## config.mk

```make
export PLATFORM = sky130hd
export DESIGN_NAME = pipe_hazard_ctrl
export DESIGN_NICKNAME = d
export VERILOG_FILES = /design/src/rtl/pipe_hazard_ctrl_pkg.sv /design/src/rtl/pipe_hazard_ctrl_hazard_detect.sv /design/src/rtl/pipe_hazard_ctrl.sv
export SDC_FILE = /design/constraint.sdc
export NUM_CORES = 1
export LEC_CHECK = 0
export CAP_MARGIN = 15
export CORE_UTILIZATION = 42
export CTS_CLUSTER_DIAMETER = 30
export DETAILED_ROUTE_END_ITERATION = 10
export DONT_BUFFER_PORTS = 1
export GPL_TIMING_DRIVEN = 1
export PLACE_DENSITY = 0.56
export SYNTH_ARGS = -nofsm -noshare
export SYNTH_HDL_FRONTEND = slang
export SYNTH_SLANG_ARGS = --single-unit
```

## constraint.sdc

```tcl
create_clock -name clk -period 4.7 [get_ports clk]
set_input_delay 1.41 -clock clk [delete_from_list [all_inputs] [get_ports clk]]
set_output_delay 1.41 -clock clk [all_outputs]
set_load 0.01 [all_outputs]
```

## src/rtl/pipe_hazard_ctrl_pkg.sv

```systemverilog
// pipe_hazard_ctrl_pkg: shared constants and types for the pipeline sequencer
package pipe_hazard_ctrl_pkg;
  localparam logic [2:0] NO_EXP = 3'd0;
  localparam logic [2:0] EXP_INT = 3'd7;
  localparam logic ENABLE = 1'b1;
  localparam logic DISABLE = 1'b0;
  localparam logic WE_ENABLE_ = 1'b0;
  typedef enum logic {RUN, PEND} state_e;
  typedef enum logic [1:0] {EVT_NONE, EVT_EXC, EVT_ERET, EVT_INT} evt_e;
endpackage

```

## src/rtl/pipe_hazard_ctrl_hazard_detect.sv

```systemverilog
// pipe_hazard_ctrl_hazard_detect: load-use compare between the ID sources and the EX load destination
module pipe_hazard_ctrl_hazard_detect
  import pipe_hazard_ctrl_pkg::*;
#(
  parameter int REG_W = 5
) (
  input  logic             id_en,
  input  logic [REG_W-1:0] id_ra_addr,
  input  logic [REG_W-1:0] id_rb_addr,
  input  logic             id_ra_use,
  input  logic             id_rb_use,
  input  logic             ex_en,
  input  logic [REG_W-1:0] ex_dst_addr,
  input  logic             ex_gpr_we_,
  input  logic             ex_is_load,
  output logic             load_use
);
  // r0 is hardwired zero, so a load targeting it never creates a dependency
  always_comb begin
    load_use = id_en & ex_en & ex_is_load & (ex_gpr_we_ == WE_ENABLE_) & (ex_dst_addr != '0) &
               ((id_ra_use & (id_ra_addr == ex_dst_addr)) | (id_rb_use & (id_rb_addr == ex_dst_addr)));
  end
endmodule

```

## src/rtl/pipe_hazard_ctrl.sv

```systemverilog
// pipe_hazard_ctrl: per-stage stall/flush, load-use bubbles, PC redirect and exception context
module pipe_hazard_ctrl
  import pipe_hazard_ctrl_pkg::*;
#(
  parameter int              ADDR_W     = 30,
  parameter int              REG_W      = 5,
  parameter int              EXP_W      = 3,
  parameter logic [ADDR_W-1:0] EXC_VECTOR = '0
) (
  input  logic              clk,
  input  logic              reset,
  input  logic              if_busy,
  input  logic              mem_busy,
  input  logic              id_en,
  input  logic [REG_W-1:0]  id_ra_addr,
  input  logic [REG_W-1:0]  id_rb_addr,
  input  logic              id_ra_use,
  input  logic              id_rb_use,
  input  logic              ex_en,
  input  logic [REG_W-1:0]  ex_dst_addr,
  input  logic              ex_gpr_we_,
  input  logic              ex_is_load,
  input  logic              br_taken,
  input  logic [ADDR_W-1:0] br_addr,
  input  logic              mem_en,
  input  logic [ADDR_W-1:0] mem_pc,
  input  logic [EXP_W-1:0]  mem_exp_code,
  input  logic              mem_eret,
  input  logic              int_req,
  output logic              if_stall,
  output logic              id_stall,
  output logic              ex_stall,
  output logic              mem_stall,
  output logic              if_flush,
  output logic              id_flush,
  output logic              ex_flush,
  output logic              mem_flush,
  output logic              pc_load,
  output logic [ADDR_W-1:0] new_pc,
  output logic [ADDR_W-1:0] epc,
  output logic [EXP_W-1:0]  exp_cause,
  output logic              int_en
);
  state_e            state_q, state_d;
  evt_e              pend_kind_q, pend_kind_d, evt, take_kind;
  logic [ADDR_W-1:0] pend_pc_q, pend_pc_d, epc_q, epc_d, take_pc;
  logic [EXP_W-1:0]  pend_code_q, pend_code_d, exp_cause_q, exp_cause_d, evt_code, take_code;
  logic              int_en_q, int_en_d;
  logic              load_use, gs, take, lu_go, br_go;

  pipe_hazard_ctrl_hazard_detect #(.REG_W(REG_W)) u_hazard_detect (
    .id_en      (id_en),
    .id_ra_addr (id_ra_addr),
    .id_rb_addr (id_rb_addr),
    .id_ra_use  (id_ra_use),
    .id_rb_use  (id_rb_use),
    .ex_en      (ex_en),
    .ex_dst_addr(ex_dst_addr),
    .ex_gpr_we_ (ex_gpr_we_),
    .ex_is_load (ex_is_load),
    .load_use   (load_use)
  );

  // Prioritise MEM events and pick either the live event or the one latched during a bus wait
  always_comb begin
    gs = if_busy | mem_busy;
    evt = (mem_en & (mem_exp_code != EXP_W'(NO_EXP))) ? EVT_EXC :
          (mem_en & mem_eret) ? EVT_ERET :
          (int_req & int_en_q & mem_en) ? EVT_INT : EVT_NONE;
    evt_code = (evt == EVT_EXC) ? mem_exp_code : EXP_W'(EXP_INT);
    take_kind = (state_q == PEND) ? pend_kind_q : evt;
    take_pc = (state_q == PEND) ? pend_pc_q : mem_pc;
    take_code = (state_q == PEND) ? pend_code_q : evt_code;
    take = ~reset & ~gs & (take_kind != EVT_NONE);
    lu_go = ~reset & ~gs & ~take & load_use;
    br_go = ~reset & ~gs & ~take & ~load_use & br_taken;
  end

  // Bus wait freezes everything; events beat load-use, which beats branches
  always_comb begin
    if_stall = (~reset & gs) | lu_go;
    id_stall = ~reset & gs;
    ex_stall = ~reset & gs;
    mem_stall = ~reset & gs;
    if_flush = take | br_go;
    id_flush = take | lu_go;
    ex_flush = take;
    mem_flush = take;
    pc_load = take | br_go;
    new_pc = take ? ((take_kind == EVT_ERET) ? epc_q : EXC_VECTOR) : br_go ? br_addr : '0;
  end

  // Defer events across bus waits and update the exception context when one is taken
  always_comb begin
    state_d = state_q;
    pend_kind_d = pend_kind_q;
    pend_pc_d = pend_pc_q;
    pend_code_d = pend_code_q;
    epc_d = epc_q;
    exp_cause_d = exp_cause_q;
    int_en_d = int_en_q;
    if (state_q == RUN && gs && evt != EVT_NONE) begin
      state_d = PEND;
      pend_kind_d = evt;
      pend_pc_d = mem_pc;
      pend_code_d = evt_code;
    end
    if (state_q == PEND && !gs) begin
      state_d = RUN;
      pend_kind_d = EVT_NONE;
    end
    if (take && take_kind != EVT_ERET) begin
      epc_d = take_pc;
      exp_cause_d = take_code;
      int_en_d = DISABLE;
    end
    if (take && take_kind == EVT_ERET) int_en_d = ENABLE;
  end

  // State and context registers
  always_ff @(posedge clk) begin
    if (reset) begin
      state_q <= RUN;
      pend_kind_q <= EVT_NONE;
      pend_pc_q <= '0;
      pend_code_q <= '0;
      epc_q <= '0;
      exp_cause_q <= '0;
      int_en_q <= ENABLE;
    end else begin
      state_q <= state_d;
      pend_kind_q <= pend_kind_d;
      pend_pc_q <= pend_pc_d;
      pend_code_q <= pend_code_d;
      epc_q <= epc_d;
      exp_cause_q <= exp_cause_d;
      int_en_q <= int_en_d;
    end
  end

  assign epc = epc_q;
  assign exp_cause = exp_cause_q;
  assign int_en = int_en_q;
endmodule

```

==> flow_summary.json <==
{
  "status": "finished clean",
  "synthFlopType": "dfxtp_1",
  "cts_tree": "yes",
  "grt_pass1_vias": 3063,
  "power_frac_seq_pct": 48.1,
  "routedWlPerCell_um": 16.8,
  "setup_tns_ns": 0,
  "routed_via_density": 5.58,
  "startpoint_type": "input port",
  "p_sw_uw": 359,
  "area_growth_syn_to_layout_pct": 7.48,
  "dr.pass1.iters": 4,
  "cts_resized": 0,
  "synth.distinct_cells": 41,
  "grt_overflow": 0,
  "antenna_found_initial": 0,
  "cap_viol_max_count": 0,
  "slew_headroom_pct": 47.4,
  "synthArstFlopShare_pct": 0,
  "cp.arrival_ns": 3.08,
  "hold-worst-slack_ns": 0.450,
  "synthTopCellsByArea": "dfxtp_1 (37%), nand2_1 (9.7%), o31ai_2 (8.9%)",
  "rsz0062_at_grt": "no",
  "clkTransAtPathRegs_ns": 0.07,
  "critPathKind": "input port to output port",
  "yosysTopAreaCell": "dfxtp_1",
  "cts_root_buffer": "clkbuf_8",
  "period_needed_ns": 4.49,
  "setup_ws_ns": 0.207,
  "wl_um": 9310,
  "gp_congestion": 0.777,
  "setup_viol": 0,
  "tightestPinTransition_ns": 0.786,
  "vdd_drop_max_mv": 0.189,
  "syn_nets": 549,
  "end_kind": "output port",
  "initial_core_util_pct": 43.4,
  "dp_hpwl_um": 6600,
  "synth_area_per_cell_um2": 8.27,
  "cell_internal_pwr_uw": 1000,
  "cts_buffers": 9,
  "routed-via-count": 3084,
  "timing.fmax_ghz": 0.223,
  "final-max-slew-violation-count": 0,
  "hp-class": "register to register",
  "htree_num_levels": 3,
  "grt_max_degree": 74,
  "synth-edff-count": 0,
  "clockBufferDepth": 2,
  "num_antenna_cells": 0,
  "dieArea_um2": 9390,
  "yosysTopAreaCellShare_pct": 37.1,
  "syn-cell-area_um2": 3780,
  "pre_cts_ws_ns": 0.194,
  "hold_viol": 0,
  "fin_crit_sh_pct": 95.6,
  "fin_worst_skew_ns": 0.0104,
  "drc": 0,
  "num_rows": 34,
  "yosysWarnings": 0,
  "clk_latency_ns": 0.34,
  "drt_iter0_drc": 96,
  "die_w_um": 96.9,
  "ys_seq_elements": 70,
  "ioPinCount": 165,
  "finalNetCount": 533,
  "grt_use_total_pct": 20.3,
  "layout_commonest_cell": "nand2_1",
  "core_um2": 8720,
  "yosysSeqAreaShare_pct": 37.1,
  "synth_cells": 457,
  "port-buffer-count": 0,
  "power.leakage_uw": 0.00147,
  "grt_first_pass_wirelength_um": 15300,
  "clkSinkCount": 70,
  "worst-path-max-fanout": 21,
  "layout_common_cells": "nand2_1 (98), dfxtp_1 (69), a21oi_1 (37)",
  "crit_required_ns": 3.29,
  "switching_share_pct": 26.4,
  "combPwrFrac_pct": 12.2,
  "drive_above_1_share_pct": 15.1,
  "die_h_um": 96.9,
  "clkPwrFrac_pct": 39.7,
  "hold_buffers": 0,
  "r2r_setup_slack_ns": 2.40,
  "ant_nets": 0,
  "final_util_pct": 46.6,
  "cellPowerDensity_nw_per_um2": 335,
  "cts_setup_buffers": 0
}
==> metrics by stage <==
stage | cell area (µm²) | total power, µW | std cells
after floorplan | 3780 | 807 | 457
after global placement | 3840 | 831 | 538
after detailed placement | 3840 | 836 | 538
after CTS | 4060 | 1380 | 553
after global routing | 4060 | 1430 | 553
final | 4060 | 1360 | 553
==> worst paths after layout <==
path                   end  depth (start not counted)            start
min reg2reg  pend_pc_q[27]                          2    pend_pc_q[27]
max               if_stall                          6  mem_exp_code[0]
max reg2reg        epc[27]                          6          state_q
min          pend_pc_q[27]                          2    pend_pc_q[27]
==> per-layer routing <==
layer | vias to the layer above | GRT usage [%] | wire (µm)
met5 | - | 0 | 0
met4 | 0 | 7.46 | 125
met3 | 11 | 5.13 | 570
met2 | 112 | 35.4 | 4550
met1 | 1423 | 23.9 | 4070
li1 | 1538 | - | -
==> cells by family (layout without fill, tap and decap cells) <==
logic type	after synthesis	in the layout	synth area share, %
buf+inv	73	61	9.36
xor+xnor	10	10	2.32
compound gates	120	120	26.3
simple gates	154	154	17.0
flops	70	70	37.1
mux	30	30	7.94
==> area by class of cell <==
type | count | area (µm²)
Sequential cell | 70 | 1400
Fill cell | 905 | 4660
Clock inverter | 5 | 83.8
Tap cell | 108 | 135
Clock buffer | 10 | 138
Timing Repair Buffer | 13 | 123
Inverter | 33 | 124
Multi-Input combinational cell | 314 | 2060
==> cell usage after synthesis, drive strengths merged, types with 2 or more instances <==
cell type  instances
xor2               8
o211ai             3
nor2              33
inv               33
a21oi             37
a211oi            32
mux2i             30
o21ai             10
nand2b             2
o31ai             31
dfxtp             70
or3                6
nor3               4
and2               2
nand2             98
clkbuf            16
xnor2              2
buf               24
nor4               2
==> registers in the layout, indices dropped and copies added, names as in the netlist <==
register     flops
epc             30
exp_cause        3
int_en           1
pend_code_q      3
pend_kind_q      2
pend_pc_q       30
state_q          1
==> power groups by stage <==
stage	logic, µW	clock network (µW)	registers (µW)
finish	165	540	654
global route	186	585	658
CTS	168	556	654
detailed placement	168	0	668
global placement	164	0	667
floorplan	149	0	659
==> worst max-delay path, cell delays in order <==
cell and delay, ns:
or3_1 0.40, o41ai_2 0.43, or3_2 0.25, buf_12 0.19, nor3_1 0.07, or2_2 0.32
Note: power is estimated with default switching activity, not from simulation.
